===== config.mk =====
export PLATFORM = sky130hd
export DESIGN_NAME = vector_mem_stage
export DESIGN_NICKNAME = d
export VERILOG_FILES = /design/src/rtl/vector_mem_pkg.sv /design/src/rtl/vector_mem_stage_beat_counter.sv /design/src/rtl/vector_mem_stage.sv
export SDC_FILE = /design/constraint.sdc
export NUM_CORES = 1
export LEC_CHECK = 0
export CAP_MARGIN = 0
export CORE_AREA = 3 3 279 281
export CTS_CLUSTER_DIAMETER = 120
export CTS_CLUSTER_SIZE = 12
export DETAILED_ROUTE_END_ITERATION = 6
export DIE_AREA = 0 0 282 284
export GPL_TIMING_DRIVEN = 1
export PLACE_DENSITY = 0.57
export SYNTH_ARGS = -nofsm -noshare
export SYNTH_HDL_FRONTEND = slang
export SYNTH_SLANG_ARGS = --single-unit

===== constraint.sdc =====
create_clock -name clk -period 6.3 [get_ports clk]
set_input_delay 0.63 -clock clk [delete_from_list [all_inputs] [get_ports clk]]
set_output_delay 0.63 -clock clk [all_outputs]
set_load 0.03 [all_outputs]

===== src/rtl/vector_mem_pkg.sv =====
// vector_mem_pkg
//   Shared types and constants for the vector memory stage.
//   - state_e : access FSM states (IDLE, BUSY, DONE)
//   - kind_e  : latched access kind (scalar/vector, read/write)
//   - WORD_BYTES : byte stride between consecutive bus words
//   - BEAT_W  : beat-index width for the default 8-beat vector access
package vector_mem_pkg;

   typedef enum logic [1:0] {
      IDLE = 2'd0,
      BUSY = 2'd1,
      DONE = 2'd2
   } state_e;

   typedef enum logic [1:0] {
      SREAD  = 2'd0,
      SWRITE = 2'd1,
      VREAD  = 2'd2,
      VWRITE = 2'd3
   } kind_e;

   localparam int WORD_BYTES    = 4;
   localparam int DEFAULT_BEATS = 8;

   // Width needed to index 0..beats-1; never narrower than one bit.
   function automatic int beat_idx_width(input int beats);
      return (beats > 1) ? $clog2(beats) : 1;
   endfunction

   localparam int BEAT_W = beat_idx_width(DEFAULT_BEATS);

endpackage


===== src/rtl/vector_mem_stage_beat_counter.sv =====
// vec_beat_counter
//   Beat index for a multi-beat bus access.
//   Ports:
//     clk, rst   : clock, asynchronous active-low reset
//     clr        : return the index to 0 (takes priority over inc)
//     inc        : advance the index (one accepted bus beat)
//     last_idx   : index of the final beat of the current access
//     beat       : current beat index
//     last       : current beat is the final one
module vec_beat_counter
   import vector_mem_pkg::*;
#(
   parameter int CW = BEAT_W
) (
   input  logic          clk,
   input  logic          rst,
   input  logic          clr,
   input  logic          inc,
   input  logic [CW-1:0] last_idx,
   output logic [CW-1:0] beat,
   output logic          last
);

   logic [CW-1:0] beat_q;
   logic [CW-1:0] beat_d;

   always_comb begin
      beat_d = beat_q;
      if (clr) begin
         beat_d = '0;
      end else if (inc) begin
         beat_d = beat_q + CW'(1);
      end
   end

   always_ff @(posedge clk or negedge rst) begin
      if (!rst) begin
         beat_q <= '0;
      end else begin
         beat_q <= beat_d;
      end
   end

   assign beat = beat_q;
   assign last = (beat_q == last_idx);

endmodule


===== src/rtl/vector_mem_stage.sv =====
// vector_mem_stage
//   Memory-stage bus sequencer for scalar and vector loads/stores. A request
//   seen in IDLE is latched and replayed on a word bus, one beat per accepted
//   mem_ready; the pipeline is stalled until the DONE cycle.
//   Ports:
//     clk, rst                 : clock, asynchronous active-low reset
//     MemReadM/MemWriteM       : scalar load/store request
//     VecMemReadM/VecMemWriteM : vector load/store request
//     ALUResultM               : byte address (scalar address or vector base)
//     WriteDataM/WriteDataVM   : scalar/vector store data
//     mem_req/mem_we/mem_addr/mem_wdata : bus beat request
//     mem_ready/mem_rdata      : bus beat acceptance and read data
//     ReadDataM/ReadDataVM     : scalar/vector load results
//     StallM                   : access in progress, hold the pipeline
module vector_mem_stage
   import vector_mem_pkg::*;
#(
   parameter int N     = 32,
   parameter int V     = 256,
   parameter int BEATS = V / N
) (
   input  logic         clk,
   input  logic         rst,
   input  logic         MemReadM,
   input  logic         MemWriteM,
   input  logic         VecMemReadM,
   input  logic         VecMemWriteM,
   input  logic [N-1:0] ALUResultM,
   input  logic [N-1:0] WriteDataM,
   input  logic [V-1:0] WriteDataVM,
   output logic         mem_req,
   output logic         mem_we,
   output logic [N-1:0] mem_addr,
   output logic [N-1:0] mem_wdata,
   input  logic         mem_ready,
   input  logic [N-1:0] mem_rdata,
   output logic [N-1:0] ReadDataM,
   output logic [V-1:0] ReadDataVM,
   output logic         StallM
);

   localparam int CW = beat_idx_width(BEATS);

   state_e        state_q, state_d;
   kind_e         kind_q, kind_d;
   logic [N-1:0]  addr_q, addr_d;
   logic [N-1:0]  wdata_q, wdata_d;
   logic [V-1:0]  wdata_v_q, wdata_v_d;
   logic [N-1:0]  rdata_s_q, rdata_s_d;
   logic [V-1:0]  rdata_v_q, rdata_v_d;

   logic          req;
   logic          is_vec;
   logic          is_store;
   logic          cnt_clr;
   logic          cnt_inc;
   logic          last_beat;
   logic [CW-1:0] beat;
   logic [CW-1:0] last_idx;
   logic [N-1:0]  wlane [BEATS];

   assign req      = MemReadM | MemWriteM | VecMemReadM | VecMemWriteM;
   assign is_vec   = (kind_q == VREAD) || (kind_q == VWRITE);
   assign is_store = (kind_q == SWRITE) || (kind_q == VWRITE);
   assign last_idx = is_vec ? CW'(BEATS - 1) : '0;

   // Lane view of the latched vector store data, lane 0 in the low bits.
   generate
      for (genvar gi = 0; gi < BEATS; gi++) begin : g_lane
         assign wlane[gi] = wdata_v_q[gi*N +: N];
      end
   endgenerate

   vec_beat_counter #(
      .CW (CW)
   ) u_beat_counter (
      .clk      (clk),
      .rst      (rst),
      .clr      (cnt_clr),
      .inc      (cnt_inc),
      .last_idx (last_idx),
      .beat     (beat),
      .last     (last_beat)
   );

   always_comb begin
      state_d   = state_q;
      kind_d    = kind_q;
      addr_d    = addr_q;
      wdata_d   = wdata_q;
      wdata_v_d = wdata_v_q;
      rdata_s_d = rdata_s_q;
      rdata_v_d = rdata_v_q;
      cnt_clr   = 1'b0;
      cnt_inc   = 1'b0;

      case (state_q)
         IDLE: begin
            // Keep the counter parked at 0 so BUSY always starts on lane 0.
            cnt_clr = 1'b1;
            if (req) begin
               state_d   = BUSY;
               addr_d    = ALUResultM & ~N'(WORD_BYTES - 1);
               wdata_d   = WriteDataM;
               wdata_v_d = WriteDataVM;
               // Vector beats scalar; within a kind, write beats read.
               kind_d    = VecMemWriteM ? VWRITE :
                           VecMemReadM  ? VREAD  :
                           MemWriteM    ? SWRITE : SREAD;
            end
         end
         BUSY: begin
            if (mem_ready) begin
               cnt_inc = 1'b1;
               if (kind_q == SREAD) begin
                  rdata_s_d = mem_rdata;
               end
               if (kind_q == VREAD) begin
                  for (int i = 0; i < BEATS; i++) begin
                     if (beat == CW'(i)) begin
                        rdata_v_d[i*N +: N] = mem_rdata;
                     end
                  end
               end
               if (last_beat) begin
                  state_d = DONE;
               end
            end
         end
         DONE: begin
            state_d = IDLE;
         end
         default: begin
            state_d = IDLE;
         end
      endcase
   end

   always_ff @(posedge clk or negedge rst) begin
      if (!rst) begin
         state_q   <= IDLE;
         kind_q    <= SREAD;
         addr_q    <= '0;
         wdata_q   <= '0;
         wdata_v_q <= '0;
         rdata_s_q <= '0;
         rdata_v_q <= '0;
      end else begin
         state_q   <= state_d;
         kind_q    <= kind_d;
         addr_q    <= addr_d;
         wdata_q   <= wdata_d;
         wdata_v_q <= wdata_v_d;
         rdata_s_q <= rdata_s_d;
         rdata_v_q <= rdata_v_d;
      end
   end

   // Bus outputs are decoded straight from registered state, so an
   // asynchronous reset drops mem_req within the same cycle.
   assign mem_req    = (state_q == BUSY);
   assign mem_we     = mem_req && is_store;
   assign mem_addr   = addr_q + (N'(beat) * N'(WORD_BYTES));
   assign mem_wdata  = is_vec ? wlane[beat] : wdata_q;
   assign ReadDataM  = rdata_s_q;
   assign ReadDataVM = rdata_v_q;
   assign StallM     = (state_q == BUSY) || ((state_q == IDLE) && req);

endmodule


# After elaboration in Yosys (flattened, before gate mapping)
# Cells that the tools add are included.
[totals] input_bits=359 elab_cells=74 romBits=0 latchBits=0 n_memories=0 output_inout_bits=355 ramBits=0 register_bits=613
[op_classes] magnitude_cmp=1 add_sub_neg=2 eq_ne=15 mul=0 n_reduce_logical=20 mux=17 shift=0 bitwise_logic=4 div=0
[op_table] cell="$bmux 32 s3" count=1
[op_table] cell="$mux 32" count=3
[op_table] cell="$add 32x5->32" count=1
[op_table] cell="$reduce_and 4->1" count=8
[op_table] cell="$eq 3x3->1 const B" count=4
[op_table] cell="$mux 2" count=5
[op_table] cell="$mux 3" count=3
[op_table] cell="$eq 3x2->1 const B" count=2
[op_table] cell="$reduce_and 3->1" count=2
[op_table] cell="$eq 2x1->1 const B" count=2
[op_table] cell="$eq 2x2->1 const B" count=2
[op_table] cell="$ge 4x4->1 const B" count=1
[op_table] cell="$logic_not 2->1" count=2
[op_table] cell="$mux 1" count=4
[op_table] cell="$ne 2x1->1 const B" count=2
[op_table] cell="$not 3->4" count=1
[op_table] cell="$pmux 2 s2" count=1
[op_table] cell="$add 3x1->3 const B" count=1
[op_table] cell="$eq 3x1->1 const B" count=1
[op_table] cell="$eq 3x3->1" count=1
[op_table] cell="$logic_not 3->1" count=1
[op_table] cell="$logic_or 1x1->1" count=3
[op_table] cell="$or 1x1->1" count=3
[op_table] cell="$logic_and 1x1->1" count=2
[op_table] cell="other kinds (3)" count=3

# Logic depth before layout (Yosys ltp)
# Gate-level depths: netlist of the first run.
[depth] depth_word=7 mapped_depth=10 ltp_nobuf=7

# Hierarchy
# A second synthesis of the first run with hierarchy kept.
[hier_totals] cells_unflattened=1643 hier_area_um2=25843.5
[modules_own_cells] module="vector_mem_stage" cells_per_inst=1628 n_inst=1 area_per_inst_um2=25667.1 seq_area_each_um2=15264.6
[modules_own_cells] module="vec_beat_counter" cells_per_inst=15 n_inst=1 area_per_inst_um2=176.4 seq_area_each_um2=75.1

# Least setup slack after synthesis of the first run
# No wires, ideal clock.
[synth_timing] path_type="register to output" start="register u_beat_counter.beat_q[1] (netlist: u_beat_counter.beat[1])" end="output port mem_addr[16]" setup_slack_ns=3.024 n_path_buf=1 t_arrival_ns=2.646 path_stages_with_launch=8 required_ns=5.670 path_cell_list="dfrtp_1 -> clkinv_1 -> clkbuf_1 -> fa_1 -> nand2b_1 -> a211oi_1 -> nand4_1 -> xnor2_1"
[synth_between] elab_chain_cells=1
[synth_lines] element="from (decl)" line="vector_mem_stage_beat_counter.sv:24" rtl="logic [CW-1:0] beat_q;"
[synth_lines] element="from (signal assigned)" line="vector_mem_stage_beat_counter.sv:40" rtl="beat_q <= beat_d;"
[synth_lines] element="$add 32x5->32" line="vector_mem_stage.sv:163" rtl="assign mem_addr = addr_q + (N'(beat) * N'(WORD_BYTES));"
[synth_lines] element="to (decl)" line="vector_mem_stage.sv:33" rtl="output logic [N-1:0] mem_addr,"
# Every way passes these cells.

# Final worst setup path of the first run
[layout_timing] start="register u_beat_counter.beat_q[0] (netlist: u_beat_counter.beat[0])" end="output port mem_addr[28]"
# Same word-level chain as after synthesis.

==> flow_summary.json, run 1 <==
{
  "hpwl_um": 61700,
  "core_um2": 75700,
  "fillers": 6676,
  "critical_path_peak_fanout": 20,
  "skew_ns": 0.0196,
  "die_area_um2": 80100,
  "antenna_found_initial": 32,
  "clockBufferDepth": 3,
  "net-switching-power_mw": 7.02,
  "p_seq_share_pct": 35.4,
  "grt_pass1_vias": 17500,
  "finalMaxSlewViolations": 0,
  "synth_seq_area_share_pct": 59.3,
  "drt_wl_total_um": 84400,
  "power.density_nw_per_um2": 525,
  "ys_top_cells_by_area": "dfrtp_1 59%, mux2_2 27%, mux4_2 2.9%",
  "grt_max_degree": 159,
  "power_frac_comb_pct": 48.2,
  "cp_num_buf_inv": 2,
  "drive_gt1_share_pct": 32.8,
  "slowest_stage": "clkdlybuf4s50_1",
  "netlist_instances": 1651,
  "fin_nets": 2714,
  "worstSkewPairLatency_ns": 0.61,
  "drt_iter0_markers": 541,
  "cts_made_buffers": 57,
  "startpoint_type": "register",
  "cts.htree.levels": 2,
  "synth.area.mux_share_pct": 33.0,
  "hold_class": "input pin to asynchronous set/reset pin",
  "hold_viol": 0,
  "end_kind": "output pin",
  "syn_avg_cell_area_um2": 15.7,
  "cts_resized": 0,
  "pre_cts_slack_ns": 2.25,
  "cts.sinks": 613,
  "tightest_slew_ns": 1.33,
  "slowest_delay_ns": 0.71,
  "chipWidth_um": 282,
  "overflow": 0,
  "synth_enable_flop_cells": 0,
  "leakage_nw": 15.0,
  "async_flop_share_pct": 100,
  "power.share.switching_pct": 37.7,
  "required_ns": 5.67,
  "worstPathCellList": "ha_1 > inv_1 > fa_1 > nand2b_1 > a21oi_1 > nand4_1 > xnor2_1 > clkdlybuf4s50_1",
  "layout.area.seq_um2": 15300,
  "setup_viol": 0,
  "fin_setup_tns_ns": 0,
  "port_buffers": 709,
  "synthAdderAreaFrac_pct": 0.512,
  "status": "complete, no violations",
  "place_congestion": 0.819,
  "ctsHoldBuffers": 0,
  "multi_input_area_um2": 9940,
  "io_pins": 714,
  "vdd_ir_drop_max_mv": 0.399,
  "dr.pass1.iters": 4,
  "viasPerCell": 4.98,
  "power.internal_mw": 11.6,
  "ant_nets": 0,
  "power_mw": 18.6,
  "crit_start": "u_beat_counter.beat[0]",
  "maxCapViolCount": 0,
  "track_usage_pct": 20.6,
  "finalCritPeriodShare_pct": 73.7,
  "post-cts-setup-buffers": 0,
  "clk_pin_slew_ns": 0.07,
  "r2r-start": "u_beat_counter.beat[0]",
  "die_h_um": 284,
  "syn2layout_area_growth_pct": 36.8,
  "synth_compound_area_share_pct": 1.53,
  "grt_setup_unrepaired": "no",
  "critPathKind": "register to output pin",
  "rrSetupSlack_ns": 3.09,
  "fmax_ghz": 0.215,
  "netlist_area_um2": 25900,
  "fp-row-count": 101,
  "worst_r2r_path_depth": 4,
  "hold_ws_ns": 0.0105,
  "slew_headroom_pct": 10.6,
  "synth_top_family_by_area": "multiplexers",
  "crit_arrival_ns": 4.01,
  "wl_per_cell_um": 25.2,
  "synthSimpleGateAreaFrac_pct": 2.20,
  "cts_tree": "done",
  "vias": 16600,
  "fin_crit_ns": 4.64,
  "grt_pass1_wl_um": 122000,
  "synthXorXnorAreaFrac_pct": 0.947,
  "clock_power_share_pct": 16.4,
  "drc": 0,
  "synth_warnings": 0,
  "synth_flop_cell": "dfrtp_1",
  "synth-seq-cells": 613,
  "synth_area_leader_cell": "dfrtp_1",
  "root_buffer": "clkbuf_16",
  "synth_top_area_share_pct": 59.3,
  "start_util_pct": 34.2,
  "r2r_end": "ReadDataVM[46]",
  "synth_cell_types": 45,
  "setup_slack_ns": 1.66,
  "critPathTopFamily": "buffers and inverters"
}
cell families (layout without fill, tap and decap cells):
kind of cell	count (synthesis)	in the layout
other cells	1	19
mux	732	732
compound gates	51	51
xor+xnor	28	28
flops	613	613
fa+ha+maj	10	10
simple gates	106	106
buf+inv	110	808
placed cells by master (no fill, tap or decap), drive strengths merged, types with 4 or more instances in the layout:
master         netlist  routed
xor2                 4       4
clkbuf              19      60
mux2               637     637
ha                   9       9
o21ai                5       5
nand4               11      11
mux2i               62      62
a221oi              31      31
xnor2               24      24
mux4                33      33
nand2               17      17
and2                 5       5
buf                 81      26
dfrtp              613     613
nand3               11      11
nor2                38      38
clkdlybuf4s50        0     708
and4                 4       4
a21oi                6       6
and3                 7       7
inv                  9      12
diode                0      17
through the flow:
stage	utilization [%]	area [um2]	std cells
floorplan	-	25900	1652
global placement	44.8	33900	3264
detailed placement	44.8	33900	3264
CTS	46.7	35400	3328
global route	46.7	35400	3333
finish	46.8	35400	3345
area by class of cell:
class	instances	area share (%)
sequential	613	43.3
multi-input combinational	929	28.1
timing repair buffer	734	20.7
clock buffer	60	4.06
tap	978	3.46
clock inverter	4	0.148
antenna	17	0.120
inverter	10	0.106
cells in the mapped netlist (2+ instances only):
master	n
mux2_2	630
dfrtp_1	613
mux2i_1	62
buf_2	52
nor2_1	38
mux4_2	33
a221oi_1	31
xnor2_1	24
buf_6	19
nand2_1	17
clkbuf_1	16
nand3_1	11
nand4_1	11
buf_4	10
ha_1	9
inv_1	9
and3_1	7
mux2_1	7
a21oi_1	6
and2_1	5
o21ai_0	5
and4_1	4
xor2_1	4
clkbuf_2	3
a211oi_1	2
a22o_1	2
nand4b_1	2
or3_1	2
worst max-delay path by stage:
stage              endpoint  cells past startpoint
2_1_floorplan  mem_addr[16]                      7
3_3_place_gp   mem_addr[28]                      8
3_5_place_dp   mem_addr[28]                      8
4_1_cts        mem_addr[28]                      8
5_1_grt        mem_addr[28]                      8
6_report       mem_addr[28]                      8
state kept, by name (all words and copies together) (netlist names):
register,count
ReadDataM,32
ReadDataVM,256
addr_q,30
kind_q,2
state_q,2
u_beat_counter.beat,3
wdata_q,32
wdata_v_q,256
per-layer routing:
metal | up-vias | global-route usage [%] | wire length, um
li1 | 7383 | - | -
met1 | 8678 | 23.8 | 32600
met2 | 448 | 36.9 | 43800
met3 | 107 | 6.95 | 6590
met4 | 30 | 3.82 | 1210
met5 | - | 0 | 207
power groups by stage:
stage                     combinational (mW)  sequential, mW  clock [mW]
after detailed placement                9.10            6.66           0
after global placement                  8.99            6.56           0
after CTS                               9.12            6.59        3.17
final                                   8.97            6.58        3.05
after floorplan                         4.69            7.45           0
after global routing                    9.48            6.80        3.31
Power figures use the tool's default switching activity.
==> run 2: changes to the inputs <==
clock period = 4.3 ns   (was 6.3 ns; I/O delays follow)
==> run 2 against run 1 <==
  * Sequential power increased by 46%
  * Critical path depth did not move
  * Register-to-register slack got worse by 1.6 ns
  * Combinational power rose by 48%
  * Critical endpoint is now mem_addr[30]
==> flow_summary.json, run 2 (synthesis results as in run 1) <==
{
  "finalCritPeriodShare_pct": 94.1,
  "crit_arrival_ns": 3.61,
  "start_util_pct": 34.2,
  "maxCapViolCount": 0,
  "net-switching-power_mw": 10.3,
  "core_um2": 75700,
  "grt_setup_unrepaired": "no",
  "hpwl_um": 62900,
  "utilization_pct": 47.1,
  "port_buffers": 709,
  "cts.sinks": 613,
  "hold_ws_ns": 0.420,
  "postLayoutCellArea_um2": 35600,
  "fin_nets": 2728,
  "skew_ns": 0.0195,
  "worstSkewPairLatency_ns": 0.62,
  "wl_per_cell_um": 25.3,
  "finalMaxSlewViolations": 0,
  "drive_gt1_share_pct": 33.1,
  "clock_power_share_pct": 16.3,
  "root_buffer": "clkbuf_16",
  "fin_crit_ns": 4.04,
  "ant_nets": 0,
  "die_area_um2": 80100,
  "chipWidth_um": 282,
  "pre_cts_slack_ns": 0.883,
  "grt_max_degree": 191,
  "startpoint_type": "register",
  "setup_viol": 0,
  "clk_pin_slew_ns": 0.07,
  "vias": 16700,
  "power.share.switching_pct": 37.7,
  "fmax_ghz": 0.247,
  "drc": 0,
  "fin_setup_tns_ns": 0,
  "syn2layout_area_growth_pct": 37.7,
  "clockBufferDepth": 3,
  "cts_made_buffers": 57,
  "place_congestion": 0.801,
  "p_seq_share_pct": 35.2,
  "vdd_ir_drop_max_mv": 0.519,
  "fp-row-count": 101,
  "tightest_slew_ns": 1.25,
  "overflow": 0,
  "track_usage_pct": 20.8,
  "cts.htree.levels": 2,
  "layout_common_cells": "708 x clkdlybuf4s50_1, 630 x mux2_2, 610 x dfrtp_1",
  "hold_viol": 0,
  "critical_path_peak_fanout": 8,
  "setup_slack_ns": 0.256,
  "dr.pass1.iters": 4,
  "grt_pass1_vias": 17800,
  "layout.cells.most_common": "clkdlybuf4s50_1",
  "power_frac_comb_pct": 48.5,
  "status": "complete, no violations",
  "die_h_um": 284,
  "drt_iter0_markers": 737,
  "grt_pass1_wl_um": 123000,
  "critPathKind": "register to output pin",
  "leakage_nw": 15.1,
  "cts_tree": "done",
  "dpl_cell_area_um2": 34100,
  "antenna_found_initial": 43,
  "viasPerCell": 4.95,
  "power.internal_mw": 17.1,
  "slew_headroom_pct": 16.5,
  "cts_resized": 0,
  "hold_class": "input pin to register",
  "power.density_nw_per_um2": 768,
  "end_kind": "output pin",
  "required_ns": 3.87,
  "drt_wl_total_um": 85500,
  "io_pins": 714
}
-- run 2: changes by cell type in the layout (fill, tap and decap cells not counted) --
cell / delta
buf_4: +6
clkbuf_1: +1
diode_2: +14
buf_12: +7
dlygate4sd3_1: +1
-- run 2: timing repair --
action,in CTS,in global routing
endpoints found under the hold margin,37,0
setup buffers,0,0
hold buffers,1,0
-- run 2: per-layer routing --
layer | GRT usage (%) | share of wire (%) | wire (um) | vias up
li1 | - | - | - | 7401
met1 | 23.3 | 38 | 32100 | 8632
met2 | 36.1 | 51 | 43400 | 501
met3 | 7.74 | 8.8 | 7530 | 141
met4 | 6.98 | 2.7 | 2330 | 30
met5 | 0 | 0.21 | 179 | -
-- run 2: power by group through the flow --
stage	clock (mW)	combinational [mW]	sequential, mW
2_1_floorplan	0	6.87	10.9
3_3_place_gp	0	13.3	9.61
3_5_place_dp	0	13.5	9.74
4_1_cts	4.66	13.5	9.65
5_1_grt	4.86	14.0	9.93
6_report	4.47	13.3	9.63
-- run 2: path summary, 6_finish.rpt --
kind | from | endpoint | slack, ns | cells after the start
setup / recovery | u_beat_counter.beat[0] | mem_addr[30] | 0.26 | 8
hold / removal | WriteDataVM[78] | wdata_v_q[78] | 0.42 | 2
hold reg to reg | ReadDataVM[83] | ReadDataVM[83] | 0.49 | 1
max in group asynchronous | rst | wdata_v_q[198] | 2.61 | 3
min in group asynchronous | rst | ReadDataVM[9] | 0.44 | 2
setup reg to reg | u_beat_counter.beat[0] | ReadDataVM[130] | 1.46 | 7
-- run 2: stage by stage --
stage | std cells | power [mW]
floorplan | 1652 | 17.8
global placement | 3277 | 22.9
detailed placement | 3277 | 23.2
CTS | 3343 | 27.8
global route | 3359 | 28.8
finish | 3374 | 27.4
-- run 2: critical path, stage by stage (launching register included) --
cell             delay [ns]
dfrtp_4                0.43
ha_1                   0.20
inv_1                  0.07
fa_1                   0.39
nand2b_1               0.20
a21oi_1                0.60
nand4_1                0.21
xnor2_1                0.19
clkdlybuf4s50_1        0.71
-- run 2: layout make-up --
class / instances / area (um2)
flip-flops and latches: 613 / 15300
fillers: 6678 / 40000
diodes: 31 / 77.6
repair buffers: 748 / 7530
clock buffers: 61 / 1440
well taps: 978 / 1220
clock inverters: 4 / 52.6
multi-input cells: 929 / 9940
inverters: 10 / 37.5
==> run 3: changes to the inputs <==
CORE_AREA = 3 3 277 279   (was 3 3 279 281)
DIE_AREA = 0 0 280 282   (was 0 0 282 284)
PLACE_DENSITY = 0.6   (was 0.57)
clock period = 3.7 ns   (was 4.3 ns; I/O delays follow)
==> run 3 against run 2 <==
  * Sequential cell count stayed put
  * Die area decreased by 1.4%
  * Highest routed layer unchanged
  * Global-route usage about the same
  * Register-to-register slack worse by 0.48 ns
  * Critical path depth is 1 lower
  * First-iteration DRC count down 15%
  * Hold slack lost 0.077 ns
  * Total power is 17% higher
  * Core utilization increased by 1.0 points
  * Wire length decreased by 1.1%
  * Sequential share of layout area shrank 0.17 points
==> flow_summary.json, run 3 (synthesis results as in run 1) <==
{
  "vias": 16700,
  "core_um2": 74400,
  "cp_num_buf_inv": 3,
  "dr.pass1.iters": 4,
  "startpoint_type": "register",
  "fin_nets": 2749,
  "fmax_ghz": 0.278,
  "postLayoutCellArea_um2": 35800,
  "layout.cells.most_common": "clkdlybuf4s50_1",
  "vdd_ir_drop_max_mv": 0.686,
  "setup_viol": 0,
  "crit_arrival_ns": 3.22,
  "cts.sinks": 613,
  "tightest_slew_ns": 1.17,
  "place_congestion": 0.818,
  "pre_cts_slack_ns": 0.350,
  "antenna_found_initial": 30,
  "overflow": 0,
  "wl_per_cell_um": 25.1,
  "viasPerCell": 4.95,
  "slew_headroom_pct": 21.8,
  "grt_max_degree": 118,
  "setup_slack_ns": 0.109,
  "critPathTopFamily": "buffers and inverters",
  "ant_nets": 0,
  "die_h_um": 282,
  "finalMaxSlewViolations": 0,
  "finalCritPeriodShare_pct": 97.1,
  "hold_viol": 0,
  "start_util_pct": 34.8,
  "slowest_delay_ns": 0.59,
  "grt_pass1_vias": 17900,
  "grt_pass1_wl_um": 121000,
  "layout_common_cells": "682 x clkdlybuf4s50_1, 630 x mux2_2, 609 x dfrtp_1",
  "drt_wl_total_um": 84600,
  "drt_iter0_markers": 629,
  "status": "complete, no violations",
  "fin_crit_ns": 3.59,
  "maxCapViolCount": 0,
  "required_ns": 3.33,
  "power.density_nw_per_um2": 894,
  "clk_pin_slew_ns": 0.06,
  "critPathKind": "register to output pin",
  "cts_made_buffers": 57,
  "port_buffers": 709,
  "end_kind": "output pin",
  "drc": 0,
  "cts.htree.levels": 2,
  "critical_path_peak_fanout": 28,
  "worstPathCellList": "buf_12 > mux4_2 > nor2_1 > a221oi_1 > buf_4 > mux2_2 > clkdlybuf4s50_1",
  "clockBufferDepth": 3,
  "dpl_cell_area_um2": 34100,
  "grt_setup_unrepaired": "yes",
  "hold_class": "input pin to asynchronous set/reset pin",
  "fp-row-count": 100,
  "drive_gt1_share_pct": 35.0,
  "worstSkewPairLatency_ns": 0.62,
  "slowest_stage": "clkdlybuf4s50_1",
  "syn2layout_area_growth_pct": 38.3,
  "track_usage_pct": 20.8,
  "leakage_nw": 15.3,
  "hpwl_um": 63400,
  "root_buffer": "clkbuf_16",
  "die_area_um2": 79000,
  "cts_tree": "done",
  "io_pins": 714,
  "chipWidth_um": 280,
  "skew_ns": 0.0362
}
[run 3: cell types whose count changed in the layout (fill, tap and decap cells not counted), moves of 2 or more]
cell	before	now
buf_4	27	69
clkinv_16	0	2
clkinv_8	2	0
diode_2	31	19
buf_12	11	13
clkdlybuf4s50_1	708	682
[run 3: timing repair]
item / in CTS / in global routing
hold buffers: 1 / 0
endpoints found under the setup margin: 24 / 14
setup buffers: 3 / 1
endpoints found under the hold margin: 79 / 0
resized for setup: 4 / 7
[run 3: final cells by class]
class                      instances  area, um2
sequential                       613      15300
clock buffer                      60       1440
inverter                          10       37.5
clock inverter                     4       91.3
fill                            6469      38600
multi-input combinational        929       9960
tap                              969       1210
antenna                           19       47.5
timing repair buffer             769       7670
[run 3: worst register-to-register path: stages, from the launching register on]
cell	delay [ns]
dfrtp_2	0.50
inv_2	0.35
buf_4	0.24
buf_4	0.21
ha_1	0.21
and2_2	0.14
buf_4	0.52
mux2_2	0.43
[run 3: metal layers]
metal	vias to the layer above	global-route usage [%]	routed length, um
met5	-	0	138
met4	20	6.42	2360
met3	133	7.10	6710
met2	504	36.9	43100
met1	8601	23.7	32300
li1	7442	-	-
[run 3: final timing paths]
kind | cells past startpoint | to | startpoint | slack (ns)
max in group asynchronous | 4 | ReadDataVM[77] | rst | 2.19
min reg2reg | 1 | ReadDataVM[83] | ReadDataVM[83] | 0.49
min | 2 | ReadDataM[9] | rst | 0.34
min in group clk | 2 | wdata_q[4] | WriteDataM[4] | 0.35
max | 7 | mem_wdata[21] | u_beat_counter.beat[0] | 0.11
max reg2reg | 7 | ReadDataVM[33] | u_beat_counter.beat[1] | 0.98
[run 3: stage by stage]
step	power, mW	TNS [ns]	utilization (%)	hold WS [ns]	std cells
final	32.0	0	48.1	0.343	3373
after global routing	33.6	-0.0346	48.1	0.321	3363
after CTS	32.4	0	48.0	0.303	3353
after detailed placement	27.0	0	45.9	0.452	3285
after global placement	26.6	0	45.9	0.442	3285
after floorplan	20.7	0	-	0.0744	1652
[run 3: power breakdown]
part | internal [mW] | switching [mW]
sequential | 9.53 | 1.73
clock | 2.75 | 2.52
combinational | 7.60 | 7.87
total | 19.9 | 12.1
